`src/rtl/npu_sched_pkg.sv`:
```
// Shared constants and state encoding for the dense-core dispatch scheduler.
package npu_sched_pkg;

    localparam int unsigned NUM_CORES_DEF  = 8;
    localparam int unsigned TILE_OC_DEF    = 32;
    localparam int unsigned TILE_IDX_W_DEF = 3;
    localparam int unsigned OC_W           = 8;

    typedef enum logic [1:0] {
        IDLE     = 2'd0,
        DISPATCH = 2'd1,
        DRAIN    = 2'd2,
        FINISH   = 2'd3
    } sched_state_e;

endpackage

```
`src/rtl/core_dispatch_sched_if.sv`:
```
// Layer-control and per-core job signals between the scheduler and its environment.
interface core_dispatch_sched_if
    import npu_sched_pkg::*;
#(
    parameter int unsigned NUM_CORES  = NUM_CORES_DEF,
    parameter int unsigned TILE_IDX_W = TILE_IDX_W_DEF
);

    logic                            start;
    logic [OC_W-1:0]                 OC;
    logic [NUM_CORES-1:0]            core_done;
    logic [NUM_CORES-1:0]            core_start;
    logic [NUM_CORES*TILE_IDX_W-1:0] core_tile;
    logic [NUM_CORES-1:0]            core_busy;
    logic                            busy;
    logic                            done;
    logic                            err_spurious;

    modport master (
        output start, OC, core_done,
        input  core_start, core_tile, core_busy, busy, done, err_spurious
    );

    modport slave (
        input  start, OC, core_done,
        output core_start, core_tile, core_busy, busy, done, err_spurious
    );

endinterface

```
`src/rtl/prio_enc.sv`:
```
// Lowest-index priority encoder: one-hot grant of the lowest set request bit.
module prio_enc #(
    parameter int unsigned N = 8
) (
    input  logic [N-1:0] req_i,
    output logic [N-1:0] gnt_c,
    output logic         valid_c
);

    // Two's complement isolates the lowest set bit.
    always_comb begin
        gnt_c   = req_i & (~req_i + N'(1));
        valid_c = |req_i;
    end

endmodule

```
`src/rtl/core_dispatch_sched.sv`:
```
// Dispatches the OC tiles of a layer to free dense cores and tracks their completion.
module core_dispatch_sched
    import npu_sched_pkg::*;
#(
    parameter int unsigned NUM_CORES  = NUM_CORES_DEF,
    parameter int unsigned TILE_OC    = TILE_OC_DEF,
    parameter int unsigned TILE_IDX_W = TILE_IDX_W_DEF
) (
    input logic                  clk,
    input logic                  reset,
    core_dispatch_sched_if.slave bus
);

    localparam int unsigned CNT_W = TILE_IDX_W + 1;
    localparam int unsigned DIV_W = OC_W + 1;

    sched_state_e                    state_q, state_d;
    logic [CNT_W-1:0]                num_tiles_q, num_tiles_d;
    logic [CNT_W-1:0]                issue_q, issue_d;
    logic [CNT_W-1:0]                complete_q, complete_d;
    logic [NUM_CORES-1:0]            core_start_q, core_start_d;
    logic [NUM_CORES*TILE_IDX_W-1:0] core_tile_q, core_tile_d;
    logic [NUM_CORES-1:0]            core_busy_q, core_busy_d;
    logic                            busy_q, busy_d;
    logic                            done_q, done_d;
    logic                            err_q, err_d;

    logic [NUM_CORES-1:0]            grant_c;
    logic                            grant_valid_c;
    logic [NUM_CORES-1:0]            done_valid_c;
    logic [CNT_W-1:0]                done_cnt_c;
    logic [CNT_W-1:0]                complete_sum_c;
    logic [CNT_W-1:0]                tiles_c;

    prio_enc #(
        .N (NUM_CORES)
    ) u_prio_enc (
        .req_i   (~core_busy_q),
        .gnt_c   (grant_c),
        .valid_c (grant_valid_c)
    );

    // Tile count of the requested layer and popcount of accepted completions.
    always_comb begin
        tiles_c      = CNT_W'((DIV_W'(bus.OC) + DIV_W'(TILE_OC - 1)) / DIV_W'(TILE_OC));
        done_valid_c = bus.core_done & core_busy_q;
        done_cnt_c   = '0;
        for (int i = 0; i < NUM_CORES; i++) begin
            done_cnt_c = done_cnt_c + CNT_W'(done_valid_c[i]);
        end
        complete_sum_c = complete_q + done_cnt_c;
    end

    // Next-state and next-output logic.
    always_comb begin
        state_d      = state_q;
        num_tiles_d  = num_tiles_q;
        issue_d      = issue_q;
        complete_d   = (complete_sum_c > num_tiles_q) ? num_tiles_q : complete_sum_c;
        core_start_d = '0;
        core_tile_d  = core_tile_q;
        core_busy_d  = core_busy_q & ~done_valid_c;
        done_d       = 1'b0;
        err_d        = err_q | (|(bus.core_done & ~core_busy_q));

        unique case (state_q)
            IDLE: begin
                if (bus.start) begin
                    num_tiles_d = tiles_c;
                    complete_d  = '0;
                    err_d       = 1'b0;
                    core_busy_d = '0;
                    issue_d     = '0;
                    if (tiles_c == '0) begin
                        state_d = FINISH;
                    end else begin
                        // Every core is free here, so tile 0 goes straight to core 0.
                        core_start_d                 = NUM_CORES'(1);
                        core_busy_d                  = NUM_CORES'(1);
                        core_tile_d[TILE_IDX_W-1:0]  = '0;
                        issue_d                      = CNT_W'(1);
                        state_d = (tiles_c == CNT_W'(1)) ? DRAIN : DISPATCH;
                    end
                end
            end
            DISPATCH: begin
                if (grant_valid_c && (issue_q < num_tiles_q)) begin
                    core_start_d = grant_c;
                    core_busy_d  = core_busy_d | grant_c;
                    for (int i = 0; i < NUM_CORES; i++) begin
                        if (grant_c[i]) begin
                            core_tile_d[i*TILE_IDX_W +: TILE_IDX_W] = TILE_IDX_W'(issue_q);
                        end
                    end
                    issue_d = issue_q + CNT_W'(1);
                end
                if (issue_d == num_tiles_q) begin
                    state_d = DRAIN;
                end
                if (complete_d == num_tiles_q) begin
                    state_d = FINISH;
                end
            end
            DRAIN: begin
                if (complete_d == num_tiles_q) begin
                    state_d = FINISH;
                end
            end
            FINISH: begin
                done_d  = 1'b1;
                state_d = IDLE;
            end
            default: state_d = IDLE;
        endcase

        busy_d = (state_d != IDLE);
    end

    // State and output registers.
    always_ff @(posedge clk or posedge reset) begin
        if (reset) begin
            state_q      <= IDLE;
            num_tiles_q  <= '0;
            issue_q      <= '0;
            complete_q   <= '0;
            core_start_q <= '0;
            core_tile_q  <= '0;
            core_busy_q  <= '0;
            busy_q       <= 1'b0;
            done_q       <= 1'b0;
            err_q        <= 1'b0;
        end else begin
            state_q      <= state_d;
            num_tiles_q  <= num_tiles_d;
            issue_q      <= issue_d;
            complete_q   <= complete_d;
            core_start_q <= core_start_d;
            core_tile_q  <= core_tile_d;
            core_busy_q  <= core_busy_d;
            busy_q       <= busy_d;
            done_q       <= done_d;
            err_q        <= err_d;
        end
    end

    assign bus.core_start   = core_start_q;
    assign bus.core_tile    = core_tile_q;
    assign bus.core_busy    = core_busy_q;
    assign bus.busy         = busy_q;
    assign bus.done         = done_q;
    assign bus.err_spurious = err_q;

endmodule
```
`src/flat_wrapper.sv`:
```
// flat-port wrapper written by rule: the top's interface ports become plain ports
module core_dispatch_sched_flat import npu_sched_pkg::*;
#(
    parameter int unsigned NUM_CORES  = NUM_CORES_DEF,
    parameter int unsigned TILE_OC    = TILE_OC_DEF,
    parameter int unsigned TILE_IDX_W = TILE_IDX_W_DEF
)
  (clk, reset, bus_start, bus_OC, bus_core_done, bus_core_start, bus_core_tile, bus_core_busy, bus_busy, bus_done, bus_err_spurious);
  core_dispatch_sched_if #(.NUM_CORES(NUM_CORES), .TILE_IDX_W(TILE_IDX_W)) bus_i ();
  input logic clk;
  input logic reset;
  input wire logic [$bits(bus_i.start)-1:0] bus_start;
  input wire logic [$bits(bus_i.OC)-1:0] bus_OC;
  input wire logic [$bits(bus_i.core_done)-1:0] bus_core_done;
  output wire logic [$bits(bus_i.core_start)-1:0] bus_core_start;
  output wire logic [$bits(bus_i.core_tile)-1:0] bus_core_tile;
  output wire logic [$bits(bus_i.core_busy)-1:0] bus_core_busy;
  output wire logic [$bits(bus_i.busy)-1:0] bus_busy;
  output wire logic [$bits(bus_i.done)-1:0] bus_done;
  output wire logic [$bits(bus_i.err_spurious)-1:0] bus_err_spurious;
  assign bus_i.start = bus_start;
  assign bus_i.OC = bus_OC;
  assign bus_i.core_done = bus_core_done;
  assign bus_core_start = bus_i.core_start;
  assign bus_core_tile = bus_i.core_tile;
  assign bus_core_busy = bus_i.core_busy;
  assign bus_busy = bus_i.busy;
  assign bus_done = bus_i.done;
  assign bus_err_spurious = bus_i.err_spurious;
  core_dispatch_sched #(.NUM_CORES(NUM_CORES), .TILE_OC(TILE_OC), .TILE_IDX_W(TILE_IDX_W)) u_core (.clk(clk), .reset(reset), .bus(bus_i));
endmodule
```
`config.mk`:
```
export PLATFORM = sky130hd
export DESIGN_NAME = core_dispatch_sched_flat
export DESIGN_NICKNAME = d
export VERILOG_FILES = /design/src/rtl/npu_sched_pkg.sv /design/src/rtl/core_dispatch_sched_if.sv /design/src/rtl/prio_enc.sv /design/src/rtl/core_dispatch_sched.sv /design/src/flat_wrapper.sv
export SDC_FILE = /design/constraint.sdc
export NUM_CORES = 1
export LEC_CHECK = 0
export ABC_AREA = 1
export CAP_MARGIN = 10
export CORE_UTILIZATION = 56
export DETAILED_ROUTE_END_ITERATION = 8
export GPL_TIMING_DRIVEN = 1
export PLACE_DENSITY = 0.94
export SETUP_SLACK_MARGIN = 0.1
export SYNTH_ARGS = -nofsm -noshare
export SYNTH_HDL_FRONTEND = slang
export SYNTH_SLANG_ARGS = --single-unit
```
`constraint.sdc`:
```
create_clock -name clk -period 13.3 [get_ports clk]
set_input_delay 1.995 -clock clk [delete_from_list [all_inputs] [get_ports clk]]
set_output_delay 1.995 -clock clk [all_outputs]
set_load 0.005 [all_outputs]
```
---- After elaboration in Yosys (flattened, before gate mapping) ----
Index checks and enable logic that the tools add are counted.
W data, S select, Z words.
word-level totals
  register bits after elaboration ......... 57
  latch bits .............................. 0
  bits in writable memories ............... 0
  memory bits (read-only) ................. 0
  output and inout bits ................... 43
  memories ................................ 0
operators by class
  add/sub/neg operators ................... 11
  multipliers ............................. 0
  div/mod/pow operators ................... 0
  $lt $le $gt $ge ......................... 2
  equal/unequal tests ..................... 10
  shift operators ......................... 0
  multiplexer cells ....................... 30
  bitwise operators ....................... 9
  reductions and logical operators ........ 17
operators by type and width
  kind                   count
  $and A8 B8 Y8          4
  $mux W8                4
  $pmux W8 S2            2
  $add A4 B1 Y4          6
  $mux W4                6
  $not A8 Y8             3
  $reduce_and A3 Y1      7
  $reduce_or A8 Y1       2
  $mux W2                6
  $mux W3                4
  $add A8 B5 Y9 const B  1
  $add A8 B1 Y8 const B  1
  $eq A4 B4 Y1           2
  $or A8 B8 Y8           1
  $pmux W2 S4            1
  $pmux W4 S2            1
  $pmux W3 S2            1
  $mux W1                5
  $reduce_and A5 Y1      1
  $add A4 B1 Y4 const B  1
  $add A4 B4 Y4          1
  $eq A2 B2 Y1 const B   2
  $eq A4 B1 Y1 const B   1
  $gt A4 B4 Y1           1
  11 further kinds       15

---- Depth between registers and ports, before layout ----
Gate-level depths: netlist (run 1).
  depth in word-level cells ............... 15
  gate-level depth with buffers ........... 31
  depth with buffers taken out ............ 30

---- Hierarchy ----
A second synthesis (run 1) with hierarchy kept.
unflattened totals
  cells, all modules ...................... 364
  area total of the unflattened synthesis .. 3045.4 sq um
by module, submodules not included
  module               times used  cells an instance  area each (sq um)
  core_dispatch_sched  1           341                2934.1
  prio_enc             1           23                 111.4

---- Worst setup path before layout (run 1) ----
No wires, ideal clock.
  kind .................................... in2reg
  from .................................... in bus_core_done[0]
  to ...................................... reg u_core.busy_q (netlist: u_core.bus.busy)
  data arrival time ....................... 6.116 ns
  data required time ...................... 13.176 ns
  slack ................................... 7.060 ns
  cell stages on the path ................. 26
  cell sequence ........................... nand2_1 -> inv_1 -> ha_1 -> inv_1 -> fa_1 -> inv_1 -> fa_1 -> inv_1 -> fa_1 -> inv_1 -> ha_1 -> fa_1 -> xnor2_1 -> inv_1 -> ha_1 -> nand2_1 -> o21ai_0 -> nand2_1 -> buf_2 -> nand2_1 -> mux2i_1 -> nor2_1 -> nand2_1 -> nand3_1 -> a21oi_1 -> nand2_1
between the ends
  cells in the longest elaborated chain, start to end .. 15
  elaborated cells on any way between the ends .. 16
  classes of those cells .................. add/sub (8); order compare (1); eq/ne (1); mux (4); bitwise (1); reduce/logical (1)
RTL lines
  what                               line                                                    RTL
  start, declared                    flat_wrapper.sv:14                                      input wire logic [$bits(bus_i.core_done)-1:0] bus_core_done;
  $and A8 B8 Y8 (*)                  core_dispatch_sched.sv:46                               done_valid_c = bus.core_done & core_busy_q;
  $add A1 B1 Y2 (*)                  core_dispatch_sched.sv:49                               done_cnt_c = done_cnt_c + CNT_W'(done_valid_c[i]);
  $add A4 B1 Y4 (*) (6 in a row)     core_dispatch_sched.sv:49
  $add A4 B4 Y4 (*)                  core_dispatch_sched.sv:51                               complete_sum_c = complete_q + done_cnt_c;
  $gt A4 B4 Y1                       core_dispatch_sched.sv:59                               complete_d = (complete_sum_c > num_tiles_q) ? num_tiles_q : complete_sum_c;
  $mux W4 (*)                        core_dispatch_sched.sv:59
  $eq A4 B4 Y1 (*)                   core_dispatch_sched.sv:100, core_dispatch_sched.sv:105
  $mux W2, on equally long branches  core_dispatch_sched.sv:105, core_dispatch_sched.sv:100
  $pmux W2 S4 (*)                    core_dispatch_sched.sv:66                               unique case (state_q)
  $reduce_bool A2 Y1 (*)             core_dispatch_sched.sv:116                              busy_d = (state_d != IDLE);
  named net u_core.busy_d            core_dispatch_sched.sv:24                               logic busy_q, busy_d;
  end signal, assigned               core_dispatch_sched.sv:140                              busy_q <= busy_d;
  end, declared                      core_dispatch_sched.sv:24
The timed path passes the listed nets; every way through them passes the cells marked *.
A chain may end at the register's enable or synchronous reset.

---- Final worst setup path (run 1) ----
Same ends and word-level chain as after synthesis.

==> metrics.md, run 1 <==
| Metric | Value |
|---|---|
| Status | `completed` |
| RePlAce Congestion | `between 0.9 and 1` |
| Die area | `5800 um^2` |
| Initial Utilization | `about three fifths` |
| Fillers | `between 300 and 400` |
| Largest net degree at the start of global routing | `58` |
| Post-synthesis sequential area ratio | `46.3%` |
| GRT busiest layer | `met2` |
| Initial antenna violation count | `0` |
| Netlist cell types | `31` |
| Tot GR Track Use | `between 20% and 30%` |
| Met3 usage | `just over 6%` |
| GRT met2 Usage | `roughly half` |
| Post-synth ARST share | `between 90% and 100%` |
| Crit Path Class | `input pin to flop` |
| Critical path arrival | `7000 ps` |
| Syn_nets | `between 400 and 500` |
| Clk slew on worst S/H paths | `60 ps` |
| Pre-Repair DR Iteration Count | `4` |
| Final setup vio count | `0` |
| DR vias/cell | `5.41` |
| Layout cell share with drive strength beyond 1 | `approximately 6%` |
| Hold_buf cts | `0` |
| RR Endpoint | `u_core.bus.busy` |
| R2R depth | `27` |
| Root Buffer | `clkbuf_8` |
| Worst Hold End | `u_core.bus.core_tile[7]` |
| Post-cts resize count | `0` |
| Row count | `26` |
| Slew headroom | `53.9%` |
| TritonCTS Buffers | `9` |
| Met1 usage | `between 30 and 40%` |
| Layout Cells excl Fill | `524` |
| Post-Syn Area | `between 3000 and 4000 um^2` |
| Setup crit end kind | `flop` |
| Final ANT Viol Nets | `0` |
| Minimum clock period | `6790 ps` |
| Drt initial violations | `about 170` |
| Hold path depth | `2` |
| Worst IR drop on VDD | `130 uV` |
| Ranking of synthesized cells by area | `dfrtp_1 46%, nand2_1 13%, inv_1 7.6%, ha_1 6.9%, o21ai_0 5.4%` |
| F_max | `147 MHz` |
| Most instantiated library cell after synthesis | `nand2_1` |
| Post-synth EDFFs | `0` |
| RSZ-0062 raised after global routing | `false` |
| Final Hold Viols | `0` |
| Mapped Cells | `roughly 380` |
| WL/cell | `14.2 um` |
| Setup ws final | `around 6500 ps` |
| Ys Warns | `0` |
| Total via count in the routed design | `between 2000 and 3000` |
| Num Clock Sinks | `57` |
| Place WS | `between 6000 and 7000 ps` |
| WP data required | `approximately 14000 ps` |
| Worst hold path class | `flop to flop` |
| Dpl hpwl | `5.48 mm` |
| Main synth FF type | `dfrtp_1` |
| Max incr delay on CP | `~540 ps` |
| Worst-skew pair later-pin latency | `about 340 ps` |
| Post-CTS setup buffers | `0` |
| Max-Cap Viols | `0` |
| R2r setup slk | `just over 8000 ps` |
| Yosys top cell area share | `a little under half` |
| Synth area leader | `dfrtp_1` |
| Top-Level Pins | `62` |
| Slowest-stage cell, CP | `fa_1` |
| Hold Startpoint | `u_core.bus.core_tile[7]` |
| R2R Path Start | `u_core.bus.core_busy[0]` |
| Most used cell, CP | `nand2_1` |
| Gr ovfl total | `0` |
| Slew Viols, Final | `0` |
| Final Cycle Share | `approximately half` |
| Nets | `about 500` |
| Synth Register Bits | `57` |
| # port buffers | `61` |
| Clock Path Buffers | `2` |
| Die X-Extent | `approximately 76 um` |
| Final TNS setup | `0 ps` |
| H-tree depth reported by CTS | `3` |
| Core area | `around 5200 um^2` |
| DP Cell Count | `roughly 510` |
| ANT cells | `0` |
| DRC Markers | `0` |
| Area growth, synth to finish | `28.9%` |
| Worst setup SP type | `input pin` |
| Number of global-route vias before repair | `approximately 2800` |
| CTS tree | `done` |
| CP max FO | `11` |
| Cell Pwr Density | `~210 nW/um^2` |
| Cell leakage power | `~2 nW` |
| First-pass GRT wire length | `roughly 13 mm` |
| Worst slew pin tran | `just under 700 ps` |
| Aggregate routed wire length | `between 7 and 8 mm` |
| CP delay by family, top | `adder cells` |
| Syn Area/Cell | `8.13 um^2` |
| Post-synth top cells | `105 x nand2_1, 62 x inv_1, 57 x dfrtp_1` |
| Buf/Inv on CP | `8` |
| Final Skew | `6.88 ps` |
| Die height | `about 76 um` |
==> where the power goes <==
group | switching, mW | internal, mW | leakage [nW]
logic | 0.261 | 0.166 | 1.19
registers | 0.0349 | 0.216 | 0.754
clock network | 0.0698 | 0.0909 | 0.0953
==> sequential cells by signal, summed over array words and instances, names as in the netlist <==
name / flops
u_core.state_q: 2
u_core.bus.core_busy: 8
u_core.num_tiles_q: 4
u_core.issue_q: 4
u_core.bus.busy: 1
u_core.complete_q: 4
u_core.bus.core_tile: 24
u_core.bus.err_spurious: 1
u_core.bus.core_start: 8
u_core.bus.done: 1
==> worst register-to-register path, delay by kind of cell, from the launching register on <==
| family | cells | cell delay (ps) |
|---|---|---|
| compound gates | 2 | 240 |
| flops | 1 | 440 |
| fa+ha+maj | 7 | 2750 |
| simple gates | 10 | 1020 |
| xor+xnor | 1 | 200 |
| buf+inv | 7 | 400 |
==> layout make-up <==
class	count	area (um^2)	area share (%)
clock buffers	11	141	3.56
clock inverters	5	55.1	1.39
inverters	64	240	6.05
multi-input cells	255	1400	35.3
flip-flops and latches	57	1430	35.9
well taps	70	87.6	2.21
repair buffers	62	618	15.6
==> how the worst max path moves through the flow <==
stage                     startpoint              end  cells after the start
finish              bus_core_done[0]  u_core.bus.busy                     28
detailed placement  bus_core_done[0]  u_core.bus.busy                     28
global placement    bus_core_done[0]  u_core.bus.busy                     26
global route        bus_core_done[0]  u_core.bus.busy                     28
floorplan           bus_core_done[0]  u_core.bus.busy                     26
CTS                 bus_core_done[0]  u_core.bus.busy                     28
==> routing by layer <==
layer	vias up	share of wire (%)
met1	1342	40
met5	-	0
met4	0	2.7
li1	1368	-
met3	23	5.4
met2	104	52
==> through the flow <==
stage / utilization, % / hold WS (ps) / area [um^2] / power (mW)
final: 76.3 / 486 / 3970 / 0.839
after detailed placement: 72.5 / 475 / 3770 / 0.674
after global routing: 76.3 / 512 / 3970 / 0.916
after CTS: 76.3 / 491 / 3970 / 0.840
after floorplan: - / 476 / 3080 / 0.546
after global placement: 72.5 / 464 / 3770 / 0.656
==> placed cells by master, fill, tap and decap left out, types with 2 or more instances in the layout <==
| cell | netlist | routed |
|---|---|---|
| o21ai_0 | 33 | 33 |
| nand4_1 | 10 | 10 |
| o22ai_1 | 4 | 4 |
| clkdlybuf4s50_1 | 0 | 61 |
| clkinvlp_4 | 0 | 2 |
| dfrtp_1 | 57 | 57 |
| nand2_2 | 3 | 3 |
| clkinv_2 | 0 | 2 |
| nand2_1 | 105 | 105 |
| nor2_1 | 22 | 22 |
| and3_1 | 3 | 3 |
| inv_1 | 62 | 61 |
| a21oi_1 | 8 | 8 |
| xnor2_1 | 3 | 3 |
| nor4_1 | 2 | 2 |
| nand3_1 | 21 | 21 |
| ha_1 | 17 | 17 |
| nor3_1 | 5 | 5 |
| inv_2 | 1 | 2 |
| o31ai_1 | 5 | 5 |
| fa_1 | 4 | 4 |
| clkbuf_8 | 0 | 10 |
==> cell families (layout without fill, tap and decap cells) <==
family          after synthesis  after routing  synth area share [%]
simple gates                176            176                  25.0
buf+inv                      67            142                  8.20
flops                        57             57                  46.3
xor+xnor                      4              4                  1.14
fa+ha+maj                    21             21                  9.50
compound gates               53             53                  9.54
mux                           1              1                 0.325
No activity file was read; power rests on OpenSTA's default activity.
==> run 2, diff against run 1 <==
--- a/config.mk
+++ b/config.mk
@@ -7,10 +7,10 @@
 export LEC_CHECK = 0
 export ABC_AREA = 1
 export CAP_MARGIN = 10
-export CORE_UTILIZATION = 56
+export CORE_UTILIZATION = 52
 export DETAILED_ROUTE_END_ITERATION = 8
 export GPL_TIMING_DRIVEN = 1
-export PLACE_DENSITY = 0.94
+export PLACE_DENSITY = 0.89
 export SETUP_SLACK_MARGIN = 0.1
 export SYNTH_ARGS = -nofsm -noshare
 export SYNTH_HDL_FRONTEND = slang
==> constraint.sdc (replaced) <==
create_clock -name clk -period 6.8 [get_ports clk]
set_input_delay 1.02 -clock clk [delete_from_list [all_inputs] [get_ports clk]]
set_output_delay 1.02 -clock clk [all_outputs]
set_load 0.005 [all_outputs]
==> run 2 against run 1 <==
  * Worst setup slack lost 5500 ps
  * Sequential power up 97%
  * First-iteration DRC count rose by 7.9%
  * Power grew 100%
  * Cell area is 0.60% higher
  * Sequential share of layout area shrank 0.21 points
  * Highest routed layer unchanged
  * Final cell count up 0.19%
  * Largest cell class unchanged
==> metrics.md, run 2 (synthesis results as in run 1) <==
| Metric | Value |
|---|---|
| Nets | `489 (unchanged)` |
| Crit Path Class | `input pin to flop` |
| First-pass GRT wire length | `12.6 mm (-1.2%)` |
| DRC Markers | `0 (unchanged)` |
| Worst setup SP type | `input pin` |
| Drt initial violations | `178 (+7.9%)` |
| Worst setup path end | `u_core.bus.busy` |
| Die area | `6240 um^2 (+7.5%)` |
| Post-CTS setup buffers | `0 (unchanged)` |
| Worst hold path class | `flop to flop` |
| Pre-Repair DR Iteration Count | `4 (unchanged)` |
| Status | `completed` |
| CTS tree | `done` |
| ANT cells | `0 (unchanged)` |
| Most common cell after layout, fill and taps aside | `nand2_1` |
| Cell leakage power | `2.05 nW (+0.44%)` |
| Total via count in the routed design | `2803 (-1.2%)` |
| H-tree depth reported by CTS | `3 (unchanged)` |
| Layout cell share with drive strength beyond 1 | `5.96% (+0.013 points)` |
| Critical path origin | `bus_core_done[0]` |
| Final Hold Viols | `0 (unchanged)` |
| Num Clock Sinks | `57 (unchanged)` |
| Aggregate routed wire length | `7.47 mm (+0.61%)` |
| Largest register FFs | `24 (unchanged)` |
| Clk slew on worst S/H paths | `60 ps (about the same)` |
| RePlAce Congestion | `0.899 (-3.9%)` |
| R2R depth | `25 (-7.4%)` |
| R2r setup slk | `1670 ps (-6480 ps)` |
| Cell Pwr Density | `420 nW/um^2 (+99%)` |
| Die height | `79.0 um (+3.7%)` |
| Worst IR drop on VDD | `244 uV (+88%)` |
| Commonest non-fill, non-tap cells in the layout | `105 x nand2_1, 61 x inv_1, 61 x clkdlybuf4s50_1` |
| Slew headroom | `53.2% (-0.72 points)` |
| RR Endpoint | `u_core.bus.busy` |
| Total power draw | `1.68 mW (+100%)` |
| Initial Utilization | `55.0% (-4.3 points)` |
| Hold_buf cts | `0 (unchanged)` |
| Row count | `27 (+3.8%)` |
| Register area | `1430 um^2 (unchanged)` |
| Slew Viols, Final | `0 (unchanged)` |
| CP max FO | `11 (unchanged)` |
| Footprint of the multi-input gates | `1400 um^2 (unchanged)` |
| Worst-skew pair later-pin latency | `330 ps (about the same)` |
| Post-cts resize count | `0 (unchanged)` |
| RSZ-0062 raised after global routing | `false` |
| Largest net degree at the start of global routing | `58 (unchanged)` |
| Worst slew pin tran | `703 ps (+10.8 ps)` |
| Clock Path Buffers | `2 (unchanged)` |
| Tot GR Track Use | `26.5% (-2.2 points)` |
| Final Skew | `8.65 ps (+1.77 ps)` |
| Gr ovfl total | `0 (unchanged)` |
| Max-Cap Viols | `0 (unchanged)` |
| Core area | `5610 um^2 (+7.7%)` |
| Die X-Extent | `79.0 um (+3.7%)` |
| Dpl hpwl | `5.63 mm (+2.8%)` |
| TritonCTS Buffers | `9 (unchanged)` |
| Root Buffer | `clkbuf_8` |
| Final setup vio count | `0 (unchanged)` |
| # port buffers | `61 (unchanged)` |
| Final Cycle Share | `85.2%` |
| Final TNS setup | `0 ps (unchanged)` |
| Setup crit end kind | `flop` |
| Final ANT Viol Nets | `0 (unchanged)` |
| Minimum clock period | `about 5800 ps` |
| Critical path arrival | `6010 ps (-990 ps)` |
| F_max | `around 170 MHz` |
| R2R Path Start | `u_core.bus.core_busy[0]` |
| Fillers | `436 (+17%)` |
| WL/cell | `14.2 um (+0.41%)` |
| DR vias/cell | `5.34 (-1.4%)` |
| Initial antenna violation count | `0 (unchanged)` |
| WP data required | `7010 ps (-6500 ps)` |
| Top-Level Pins | `62 (unchanged)` |
| Number of global-route vias before repair | `2806 (-0.92%)` |
| Area growth, synth to finish | `29.6%` |
run 2: changes by cell type in the layout (fill, tap and decap cells not counted):
cell / change
bufinv_16: +1
clkbuf_1: -1
clkinv_2: -1
run 2: worst min-delay path by stage:
| stage | cells after the start | endpoint | slack [ps] | startpoint |
|---|---|---|---|---|
| 2_1_floorplan | 2 | u_core.bus.core_tile[10] | 480 | u_core.bus.core_tile[10] |
| 3_3_place_gp | 2 | u_core.bus.core_tile[16] | 470 | u_core.bus.core_tile[16] |
| 3_5_place_dp | 2 | u_core.bus.core_tile[14] | 470 | u_core.bus.core_tile[14] |
| 4_1_cts | 2 | u_core.bus.core_tile[14] | 490 | u_core.bus.core_tile[14] |
| 5_1_grt | 2 | u_core.bus.core_tile[16] | 510 | u_core.bus.core_tile[16] |
| 6_report | 2 | u_core.bus.core_tile[14] | 480 | u_core.bus.core_tile[14] |
run 2: layer usage:
layer  GRT usage, %  vias to the layer above  wire (um)
li1               -                     1366          -
met4           12.2                        0        179
met1           31.0                     1308       3030
met3           4.25                       17        422
met2           47.2                      112       3830
met5              0                        -          0
run 2: final cells by class:
class	instances	area share, %
timing repair buffer	62	15.5
clock buffer	10	3.45
multi-input combinational	255	35.1
sequential	57	35.7
inverter	64	6.01
clock inverter	5	2.00
tap	72	2.25
run 2: worst max-delay path, cell delays in order:
cell             delay, ps
clkdlybuf4s50_1        430
nand2_1                100
inv_1                   60
ha_1                   270
inv_1                   50
fa_1                   530
inv_1                   60
fa_1                   540
inv_1                   60
fa_1                   500
inv_1                   40
ha_1                   220
fa_1                   380
xnor2_1                200
inv_1                   80
ha_1                   290
nand2_1                 70
o21ai_0                100
nand2_1                280
nand2_1                120
mux2i_1                150
nor2_1                  70
nand2_1                 80
nand3_1                 80
a21oi_1                160
nand2_1                 80
run 2: per-stage QoR:
step                      instance area [um^2]  utilization, %  setup WS, ps  std cells  hold WS, ps
final                                     4000            71.2          1010        525          482
after global routing                      4000            71.2           701        525          514
after CTS                                 4000            71.2          1050        525          487
after detailed placement                  3780            67.4           710        510          472
after global placement                    3780            67.4           861        510          466
after floorplan                           3080               -          1530        379          476
run 2: power breakdown:
| group | internal, mW | leakage [nW] | switching, mW |
|---|---|---|---|
| Clock | 0.213 | 0.104 | 0.134 |
| Sequential | 0.423 | 0.754 | 0.0713 |
| Combinational | 0.323 | 1.19 | 0.514 |
